[src/rtl/s2p_pkg.sv]
// s2p_pkg: shared constants and helpers for the s2p_lanes deserialiser.
//   S2P_MSB_FIRST / S2P_LSB_FIRST : bit-order selector values for MSB_FIRST
//   beats(data_w, lanes)          : beats needed to assemble one word
//   cnt_w(n_beats)                : beat counter width, never less than 1
package s2p_pkg;

    localparam int S2P_MSB_FIRST = 1;
    localparam int S2P_LSB_FIRST = 0;

    function automatic int beats(input int data_w, input int lanes);
        // Guard against a zero lane count so the elaboration check in the
        // top level reports the problem instead of a divide-by-zero.
        return (lanes < 1) ? 1 : data_w / lanes;
    endfunction

    function automatic int cnt_w(input int n_beats);
        int w;
        w = $clog2(n_beats);
        return (w < 1) ? 1 : w;
    endfunction

endpackage

[src/rtl/s2p_lanes_if.sv]
// s2p_lanes_if: serial input side and word output side of s2p_lanes.
//   enable, serial_in, frame_start : serial beat from the link front-end
//   data_out, data_valid, data_ready : word holding register handshake
//   overrun : one-cycle pulse when a completed word had to be dropped
//   busy    : a partial word is in progress
//   master  : the side driving serial beats and consuming words
//   slave   : the deserialiser
interface s2p_lanes_if #(
    parameter int DATA_W = 64,
    parameter int LANES  = 1
);

    logic              enable;
    logic [LANES-1:0]  serial_in;
    logic              frame_start;
    logic [DATA_W-1:0] data_out;
    logic              data_valid;
    logic              data_ready;
    logic              overrun;
    logic              busy;

    modport master (
        output enable, serial_in, frame_start, data_ready,
        input  data_out, data_valid, overrun, busy
    );

    modport slave (
        input  enable, serial_in, frame_start, data_ready,
        output data_out, data_valid, overrun, busy
    );

endinterface

[src/rtl/s2p_lanes_shift.sv]
// s2p_lanes_shift: shift register plus beat counter.
//   clk, rst     : clock, synchronous active-high reset
//   enable       : beat qualifier
//   frame_start  : current cycle is beat 0 of a new word
//   serial_in    : LANES bits of the current beat
//   word         : word as it will stand after this edge (valid with word_done)
//   word_done    : combinational strobe, this edge samples the last beat
//   busy         : beat count is non-zero
module s2p_lanes_shift
    import s2p_pkg::*;
#(
    parameter int DATA_W    = 64,
    parameter int LANES     = 1,
    parameter int MSB_FIRST = S2P_MSB_FIRST
) (
    input  logic              clk,
    input  logic              rst,
    input  logic              enable,
    input  logic              frame_start,
    input  logic [LANES-1:0]  serial_in,
    output logic [DATA_W-1:0] word,
    output logic              word_done,
    output logic              busy
);

    localparam int             BEATS = beats(DATA_W, LANES);
    localparam int             CW    = cnt_w(BEATS);
    localparam logic [CW-1:0]  LAST  = CW'(BEATS - 1);

    logic [CW-1:0]     cnt;
    logic [CW-1:0]     cnt_next;
    logic [CW-1:0]     base;
    logic [DATA_W-1:0] sr;
    logic [DATA_W-1:0] sr_next;

    // Stale bits left by a discarded partial word are shifted out before
    // the next completion, so frame_start only has to restart the count.
    always_comb begin
        base      = frame_start ? '0 : cnt;
        sr_next   = sr;
        cnt_next  = cnt;
        word_done = 1'b0;
        if (enable) begin
            if (MSB_FIRST == S2P_MSB_FIRST) begin
                sr_next = (sr << LANES) | DATA_W'(serial_in);
            end else begin
                sr_next = (sr >> LANES) | (DATA_W'(serial_in) << (DATA_W - LANES));
            end
            if (base == LAST) begin
                cnt_next  = '0;
                word_done = 1'b1;
            end else begin
                cnt_next = base + 1'b1;
            end
        end else if (frame_start) begin
            cnt_next = '0;
        end
    end

    always_ff @(posedge clk) begin
        if (rst) begin
            sr  <= '0;
            cnt <= '0;
        end else begin
            sr  <= sr_next;
            cnt <= cnt_next;
        end
    end

    assign word = sr_next;
    assign busy = (cnt != '0);

endmodule

[src/rtl/s2p_lanes.sv]
// s2p_lanes: parametrised serial-to-parallel deserialiser.
//   clk, rst : clock, synchronous active-high reset
//   bus      : s2p_lanes_if slave (serial beats in, word handshake out)
// Completed words load a valid/ready holding register; a completion while
// the register is full and not being consumed is dropped with overrun.
module s2p_lanes
    import s2p_pkg::*;
#(
    parameter int DATA_W    = 64,
    parameter int LANES     = 1,
    parameter int MSB_FIRST = S2P_MSB_FIRST
) (
    input  logic         clk,
    input  logic         rst,
    s2p_lanes_if.slave   bus
);

    if (LANES < 1) begin : g_bad_lanes
        $fatal(1, "s2p_lanes: LANES must be at least 1");
    end else if (DATA_W % LANES != 0) begin : g_bad_width
        $fatal(1, "s2p_lanes: DATA_W must be a multiple of LANES");
    end

    logic [DATA_W-1:0] word;
    logic              word_done;
    logic              shift_busy;
    logic [DATA_W-1:0] hold_data;
    logic              hold_valid;
    logic              overrun_q;

    s2p_lanes_shift #(
        .DATA_W    (DATA_W),
        .LANES     (LANES),
        .MSB_FIRST (MSB_FIRST)
    ) u_shift (
        .clk         (clk),
        .rst         (rst),
        .enable      (bus.enable),
        .frame_start (bus.frame_start),
        .serial_in   (bus.serial_in),
        .word        (word),
        .word_done   (word_done),
        .busy        (shift_busy)
    );

    always_ff @(posedge clk) begin
        if (rst) begin
            hold_data  <= '0;
            hold_valid <= 1'b0;
            overrun_q  <= 1'b0;
        end else begin
            overrun_q <= 1'b0;
            if (hold_valid && bus.data_ready) begin
                hold_valid <= 1'b0;
            end
            if (word_done) begin
                if (!hold_valid || bus.data_ready) begin
                    hold_data  <= word;
                    hold_valid <= 1'b1;
                end else begin
                    overrun_q <= 1'b1;
                end
            end
        end
    end

    assign bus.data_out   = hold_data;
    assign bus.data_valid = hold_valid;
    assign bus.overrun    = overrun_q;
    assign bus.busy       = shift_busy;

endmodule
[src/flat_wrapper.sv]
// flat-port wrapper written by rule: the top's interface ports become plain ports
module s2p_lanes_flat import s2p_pkg::*;
#(
    parameter int DATA_W    = 64,
    parameter int LANES     = 1,
    parameter int MSB_FIRST = S2P_MSB_FIRST
)
  (clk, rst, bus_enable, bus_serial_in, bus_frame_start, bus_data_ready, bus_data_out, bus_data_valid, bus_overrun, bus_busy);
  s2p_lanes_if #(.DATA_W(DATA_W), .LANES(LANES)) bus_i ();
  input  logic clk;
  input  logic rst;
  input wire logic [$bits(bus_i.enable)-1:0] bus_enable;
  input wire logic [$bits(bus_i.serial_in)-1:0] bus_serial_in;
  input wire logic [$bits(bus_i.frame_start)-1:0] bus_frame_start;
  input wire logic [$bits(bus_i.data_ready)-1:0] bus_data_ready;
  output wire logic [$bits(bus_i.data_out)-1:0] bus_data_out;
  output wire logic [$bits(bus_i.data_valid)-1:0] bus_data_valid;
  output wire logic [$bits(bus_i.overrun)-1:0] bus_overrun;
  output wire logic [$bits(bus_i.busy)-1:0] bus_busy;
  assign bus_i.enable = bus_enable;
  assign bus_i.serial_in = bus_serial_in;
  assign bus_i.frame_start = bus_frame_start;
  assign bus_i.data_ready = bus_data_ready;
  assign bus_data_out = bus_i.data_out;
  assign bus_data_valid = bus_i.data_valid;
  assign bus_overrun = bus_i.overrun;
  assign bus_busy = bus_i.busy;
  s2p_lanes #(.DATA_W(DATA_W), .LANES(LANES), .MSB_FIRST(MSB_FIRST)) u_core (.clk(clk), .rst(rst), .bus(bus_i));
endmodule
[config.mk]
export PLATFORM = sky130hd
export DESIGN_NAME = s2p_lanes_flat
export DESIGN_NICKNAME = d
export VERILOG_FILES = /design/src/rtl/s2p_pkg.sv /design/src/rtl/s2p_lanes_if.sv /design/src/rtl/s2p_lanes_shift.sv /design/src/rtl/s2p_lanes.sv /design/src/flat_wrapper.sv
export SDC_FILE = /design/constraint.sdc
export NUM_CORES = 1
export LEC_CHECK = 0
export ABC_AREA = 1
export BUFFER_PORTS_ARGS = -buffer_cell sky130_fd_sc_hd__clkbuf_2
export CELL_PAD_IN_SITES_DETAIL_PLACEMENT = 1
export CELL_PAD_IN_SITES_GLOBAL_PLACEMENT = 2
export CORE_MARGIN = 2
export CORE_UTILIZATION = 35
export DETAILED_ROUTE_END_ITERATION = 16
export PLACE_DENSITY_LB_ADDON = 0.15
export SYNTH_ARGS = -nofsm -noshare
export SYNTH_HDL_FRONTEND = slang
export SYNTH_SLANG_ARGS = --single-unit
[constraint.sdc]
create_clock -name clk -period 4.7 [get_ports clk]
set_input_delay 0.94 -clock clk [delete_from_list [all_inputs] [get_ports clk]]
set_output_delay 0.94 -clock clk [all_outputs]
set_load 0.005 [all_outputs]
==> results of run 1 <==
==> cells in the mapped netlist (4+ instances only) <==
| cell | instances |
|---|---|
| inv_2 | 4 |
| nand3_1 | 5 |
| buf_2 | 11 |
| clkbuf_1 | 19 |
| nand4_1 | 65 |
| nor2_1 | 205 |
| o21ai_0 | 65 |
| buf_6 | 11 |
| nand2_1 | 142 |
| inv_1 | 42 |
| buf_1 | 13 |
| dfxtp_1 | 136 |
==> power breakdown <==
| part | internal [µW] | switching [µW] | leakage (µW) |
|---|---|---|---|
| sequential | 1190 | 12.3 | 0.00111 |
| combinational | 40.1 | 104 | 0.00136 |
| clock | 817 | 465 | 0.000281 |
==> worst max-delay path, stage by stage <==
cell and delay [ps]:
clkbuf_2 120, inv_2 100, nand2_1 60, inv_1 70, ha_1 160, nand3_1 190
nor2_4 450, buf_4 520, nand4_1 140, nand2_1 130, nor2_1 50
==> layout by cell type, fill, tap and decap left out, drive strengths merged <==
cell type,synthesis,layout
nor2,208,208
nand3,6,6
buf,38,4
clkbuf,19,98
o21ai,65,65
nand2,142,142
bufinv,0,1
inv,46,46
nor3,2,2
clkinv,0,1
nand4,65,65
nor4,1,1
dfxtp,136,136
a21oi,3,3
xnor2,1,1
ha,1,1
==> sequential cells by signal (all words and copies together), names as in the netlist <==
| name | flops |
|---|---|
| u_core.bus.data_out | 64 |
| u_core.u_shift.sr | 64 |
| u_core.u_shift.cnt | 6 |
| u_core.bus.data_valid | 1 |
| u_core.bus.overrun | 1 |
==> kinds of logic (layout without fill, tap and decap cells) <==
group / after synthesis / after routing
compound gates: 68 / 68
fa+ha+maj: 1 / 1
flops: 136 / 136
buf+inv: 103 / 150
xor+xnor: 1 / 1
simple gates: 424 / 424
==> metal layers <==
| metal | vias to the layer above | global-route usage, % |
|---|---|---|
| met4 | 0 | 7.56 |
| met2 | 63 | 28.1 |
| met5 | - | 0 |
| met1 | 2217 | 20.7 |
| li1 | 2405 | - |
| met3 | 18 | 3.51 |
==> layout make-up <==
class / instances / area, µm² / area share, %
Tap cell: 188 / 235 / 3.76
Multi-Input combinational cell: 494 / 2170 / 34.7
Sequential cell: 136 / 2720 / 43.5
Inverter: 46 / 173 / 2.76
Clock inverter: 2 / 35.0 / 0.560
Timing Repair Buffer: 75 / 385 / 6.16
Clock buffer: 27 / 533 / 8.52
==> stage by stage <==
step | std cells | hold slack [ps] | total power, µW | utilization [%] | worst slack, ps
after floorplan | 733 | 464 | 1340 | - | 2580
after global placement | 939 | 464 | 1370 | 37.7 | 1660
after detailed placement | 939 | 472 | 1370 | 37.7 | 1610
after CTS | 968 | 484 | 2670 | 41.5 | 2040
after global routing | 968 | 505 | 2740 | 41.5 | 1790
final | 968 | 476 | 2630 | 41.5 | 2050
==> worst max-delay path by stage <==
stage / slack (ps) / endpoint / from / cells past startpoint
global placement: 1660 / u_core.bus.data_out[61] / bus_frame_start / 11
finish: 2050 / u_core.bus.data_out[61] / bus_frame_start / 11
CTS: 2040 / u_core.bus.data_out[41] / bus_frame_start / 11
detailed placement: 1610 / u_core.bus.data_out[60] / bus_frame_start / 11
global route: 1790 / u_core.bus.data_out[0] / bus_frame_start / 11
floorplan: 2580 / u_core.bus.data_out[0] / bus_frame_start / 11
==> summary.md, run 1 <==
| Metric | Value |
|---|---|
| # nets final | `777` |
| Worst setup EP type | `register` |
| Row count | `45` |
| Worst Path Arrival | `just under 3000 ps` |
| Io pins | `73` |
| Post-synth EDFFs | `0` |
| Largest family of logic cells by synthesized area | `simple AND/OR/NAND/NOR gates` |
| Starting Density | `35.7%` |
| Final setup viols | `0` |
| Top cell type's share of synthesized area | `50.6%` |
| Synth Area in Compound Gates | `6.32%` |
| Pwr Density | `around 420 mW/mm²` |
| Final Slew Violations | `0` |
| Syn avg cell area | `7.35 µm²` |
| Simple-gate share of the synthesized area | `around a third` |
| Peak VDD IR | `~0.26 mV` |
| Reg clk slew, reported paths | `50 ps` |
| ANT nets after route | `0` |
| First-pass GRT wire length | `21800 µm` |
| Async S/R FF share, synth | `0%` |
| Reg-to-reg startpoint | `u_core.u_shift.cnt[1]` |
| Worst R2R Setup Slack | `between 2000 and 2500 ps` |
| Initial DRC Count | `240` |
| Worst Hold End | `u_core.bus.data_out[16]` |
| Worst EP required | `5010 ps` |
| Worst-Skew Late Latency | `around 420 ps` |
| Reg2Reg Depth | `9` |
| Synth Instances | `733` |
| Post-route minimum period | `2650 ps` |
| Setup Buffers After CTS | `0` |
| Fillers | `roughly 1900` |
| Drc violations | `0` |
| Seq/Total Area, Yosys | `50.6%` |
| GRT Residual Overflow | `0` |
| Worst slew margin | `20.8%` |
| Post-Synth Adder-Cell Area | `0.232%` |
| Measured slew at the worst slew-check pin | `approximately 1200 ps` |
| Period Utilization, post-route | `a little under three fifths` |
| Area Growth Syn to Fin | `16.2%` |
| Met2 routed WL | `roughly 6100 µm` |
| Top Layer Used | `met4` |
| Die Span Y | `~130 µm` |
| Reg-to-reg endpoint | `u_core.bus.data_out[61]` |
| CTS tree | `done` |
| Crit-path max FO | `45` |
| Synthesized cell area | `0.00538 mm²` |
| TritonRoute pass-1 iters | `4` |
| Global router's overall resource usage | `approximately 17%` |
| Largest net degree at the start of global routing | `84` |
| Max Clock Freq | `377 MHz` |
| Max-Cap Viols | `0` |
| Die width | `128 µm` |
| Hold Path Depth | `2` |
| Total wire length | `between 10000 and 15000 µm` |
| Final HPWL from detailed placement | `about 7700 µm` |
| IO buf count | `72` |
| Vias | `4703` |
| Netlist cell types | `22` |
| CP Launch Type | `primary input` |
| Yosys warns | `0` |
| Top cells by area, synth | `dfxtp_1, nor2_1, nand2_1` |
| Max clock buf depth | `2` |
| Synthesized flop and latch total | `136` |
| Cell taking the most area after synthesis | `dfxtp_1` |
| Share of cells above drive strength 1 | `14.2%` |
| Setup TNS | `0 ps` |
| Status | `completed` |
| WL met3 | `336 µm` |
| CTS root buf | `clkbuf_16` |
| Pleak | `between 0.002 and 0.003 µW` |
| XOR/XNOR Fraction of Synth Area | `less than 1%` |
| Resize count post-CTS | `0` |
| Avg WL per Cell | `13.4 µm` |
| Antenna violations before repair | `0` |
| Area of the core | `0.0151 mm²` |
| Number of global-route vias before repair | `4633` |
| RSZ-0062 raised after global routing | `no` |
| Routed length on met1 | `6310 µm` |
| H-Tree Depth | `4` |
| Primary FF master, synth | `dfxtp_1` |
| Vias per Instance | `4.86` |
| Post-DP Area | `0.00569 mm²` |
| Antenna cell count | `0` |
| DIE AREA | `0.0164 mm²` |
| Hold WC Path Type | `reg2reg` |
| Worst Skew | `8.33 ps` |
| Num CTS Buffers | `17` |
| Worst Hold Launch | `u_core.bus.data_out[16]` |
| Clock sink count | `136` |
| Final instance area | `0.00626 mm²` |
| Cts hold-fix bufs | `0` |
| Setup CP Type | `in2reg` |
| Syn Nets | `740` |
| Post-synthesis mux area share | `0%` |
| Routability cong. | `0.749` |
| Fin. Hold Viols | `0` |
Power figures use the tool's default switching activity.
==> run 2, diff against run 1 <==
--- a/config.mk
+++ b/config.mk
@@ -10,7 +10,7 @@
 export CELL_PAD_IN_SITES_DETAIL_PLACEMENT = 1
 export CELL_PAD_IN_SITES_GLOBAL_PLACEMENT = 2
 export CORE_MARGIN = 2
-export CORE_UTILIZATION = 35
+export CORE_UTILIZATION = 29
 export DETAILED_ROUTE_END_ITERATION = 16
 export PLACE_DENSITY_LB_ADDON = 0.15
 export SYNTH_ARGS = -nofsm -noshare
==> constraint.sdc (replaced) <==
create_clock -name clk -period 2.28 [get_ports clk]
set_input_delay 0.456 -clock clk [delete_from_list [all_inputs] [get_ports clk]]
set_output_delay 0.456 -clock clk [all_outputs]
set_load 0.005 [all_outputs]
==> run 2 against run 1 <==
  * Combinational power increased by 120%
  * First-iteration DRC count increased by 4.2%
  * Count of clock-buffer cells in the layout decreased by 3
  * Power increased by 110%
  * Global-route usage decreased by 1.9 points
  * Final cell count increased by 5.6%
  * Wire length increased by 6.9%
  * Flip-flop and latch count unchanged
  * Clock power increased by 110%
  * Via count increased by 1.4%
  * Largest power group unchanged
==> summary.md, run 2 (same netlist as run 1, synthesis figures left out) <==
| Metric | Value |
|---|---|
| Post-route minimum period | `approximately 1900 ps` |
| Routability cong. | `0.747 (-0.19%)` |
| Drc violations | `0 (unchanged)` |
| Share of cells above drive strength 1 | `15.8% (+1.5 points)` |
| Antenna cell count | `0 (unchanged)` |
| Worst slew margin | `50.8% (+30 points)` |
| Clock sink count | `136 (unchanged)` |
| Cts hold-fix bufs | `0 (unchanged)` |
| H-Tree Depth | `4 (unchanged)` |
| Final Slew Violations | `0 (unchanged)` |
| Cells after DPL | `990 (+5.4%)` |
| Area Growth Syn to Fin | `20.2%` |
| Setup CP Type | `reg2reg` |
| Antenna violations before repair | `0 (unchanged)` |
| Hold WC Path Type | `in2reg` |
| Most common cell after layout, fill and taps aside | `nor2_1` |
| Worst Skew | `9.66 ps (+1.33 ps)` |
| CP Launch Type | `register` |
| Setup Buffers After CTS | `0 (unchanged)` |
| Area of the core | `0.0181 mm² (+20%)` |
| Die width | `140 µm (+9.6%)` |
| Final setup viols | `0 (unchanged)` |
| Crit-path max FO | `65 (+44%)` |
| Pwr Density | `856 mW/mm² (+100%)` |
| CTS tree | `done` |
| DIE AREA | `0.0197 mm² (+20%)` |
| Fillers | `2214 (+17%)` |
| ANT nets after route | `0 (unchanged)` |
| Worst Path Arrival | `2220 ps (-740 ps)` |
| Die Span Y | `140 µm (+9.6%)` |
| Fin. Hold Viols | `0 (unchanged)` |
| Peak VDD IR | `0.543 mV (+110%)` |
| Vias per Instance | `4.67 (-3.9%)` |
| Global router's overall resource usage | `14.8% (-1.9 points)` |
| # nets final | `787 (+1.3%)` |
| Max Clock Freq | `between 500 and 600 MHz` |
| Starting Density | `29.8% (-5.9 points)` |
| Measured slew at the worst slew-check pin | `738 ps (-450 ps)` |
| Status | `completed` |
| Max clock buf depth | `2 (unchanged)` |
| Setup TNS | `0 ps (unchanged)` |
| Most frequent cells in the layout | `nor2_1, nand2_1, dfxtp_1, clkbuf_2` |
| Worst EP required | `2590 ps (-2420 ps)` |
| Final Non-Filler Cells | `1022 (+5.6%)` |
| Final HPWL from detailed placement | `8970 µm (+17%)` |
| Largest net degree at the start of global routing | `68 (-19%)` |
| TritonRoute pass-1 iters | `4 (unchanged)` |
| First-pass GRT wire length | `23500 µm (+7.7%)` |
| Avg WL per Cell | `13.6 µm (+1.3%)` |
| Number of global-route vias before repair | `4948 (+6.8%)` |
| Worst setup EP type | `register` |
| RSZ-0062 raised after global routing | `no` |
| Vias | `4771 (+1.4%)` |
| IO buf count | `72 (unchanged)` |
| GRT Residual Overflow | `0 (unchanged)` |
| Worst-Skew Late Latency | `420 ps (about the same)` |
| Power, Total | `5540 µW (+110%)` |
| Resize count post-CTS | `0 (unchanged)` |
| Io pins | `73 (unchanged)` |
| Total wire length | `13900 µm (+6.9%)` |
| Pleak | `0.00283 µW (+3.0%)` |
| CTS root buf | `clkbuf_16` |
| Initial DRC Count | `250 (+4.2%)` |
| Max-Cap Viols | `0 (unchanged)` |
| Row count | `49 (+8.9%)` |
| Period Utilization, post-route | `83.8%` |
| Num CTS Buffers | `17 (unchanged)` |
| Reg clk slew, reported paths | `60 ps (about the same)` |
run 2: worst paths after layout:
kind | to | depth (start not counted) | start | slack (ps)
setup / recovery | u_core.bus.data_out[38] | 9 | u_core.u_shift.cnt[1] | 370
hold / removal | u_core.u_shift.cnt[2] | 4 | bus_frame_start | 400
setup reg to reg | u_core.bus.data_out[38] | 9 | u_core.u_shift.cnt[1] | 370
hold reg to reg | u_core.bus.data_out[38] | 2 | u_core.bus.data_out[38] | 480
run 2: cell type report:
cell class | count | area, µm² | share of cell area (%)
Clock buffer | 24 | 502 | 7.75
Clock inverter | 8 | 92.6 | 1.43
Inverter | 46 | 173 | 2.67
Multi-Input combinational cell | 494 | 2170 | 33.6
Sequential cell | 136 | 2720 | 42.1
Tap cell | 229 | 287 | 4.43
Timing Repair Buffer | 85 | 523 | 8.08
run 2: per-stage QoR:
step           hold slack (ps)  worst slack [ps]  util (%)  area (µm²)
2_1_floorplan              464               641         -        5380
3_3_place_gp               465               223      32.5        5880
6_report                   398               369      35.8        6470
4_1_cts                    380               373      35.8        6470
3_5_place_dp               473               141      32.5        5880
5_1_grt                    410               199      35.8        6470
run 2: critical path, stage by stage (launching register included):
cell	delay, ps
dfxtp_1	360
inv_1	50
nor2_1	150
ha_1	200
nand3_1	200
nor2_4	190
buf_12	280
nand4_1	170
nand2_1	130
nor2_1	40
run 2: layer usage:
layer  GRT usage, %  share of wire, %  wire, µm  up-vias
met3           3.42               2.7       375       18
met1           18.4                48      6710     2260
li1               -                 -         -     2427
met2           24.6                47      6540       66
met5              0                 0         0        -
met4           6.54               1.8       250        0
run 2: power by group:
| group | internal [µW] | switching [µW] | leakage [µW] |
|---|---|---|---|
| clock network | 1750 | 1010 | 0.000296 |
| registers | 2450 | 25.3 | 0.00111 |
| logic | 91.4 | 220 | 0.00142 |
| total | 4290 | 1250 | 0.00283 |
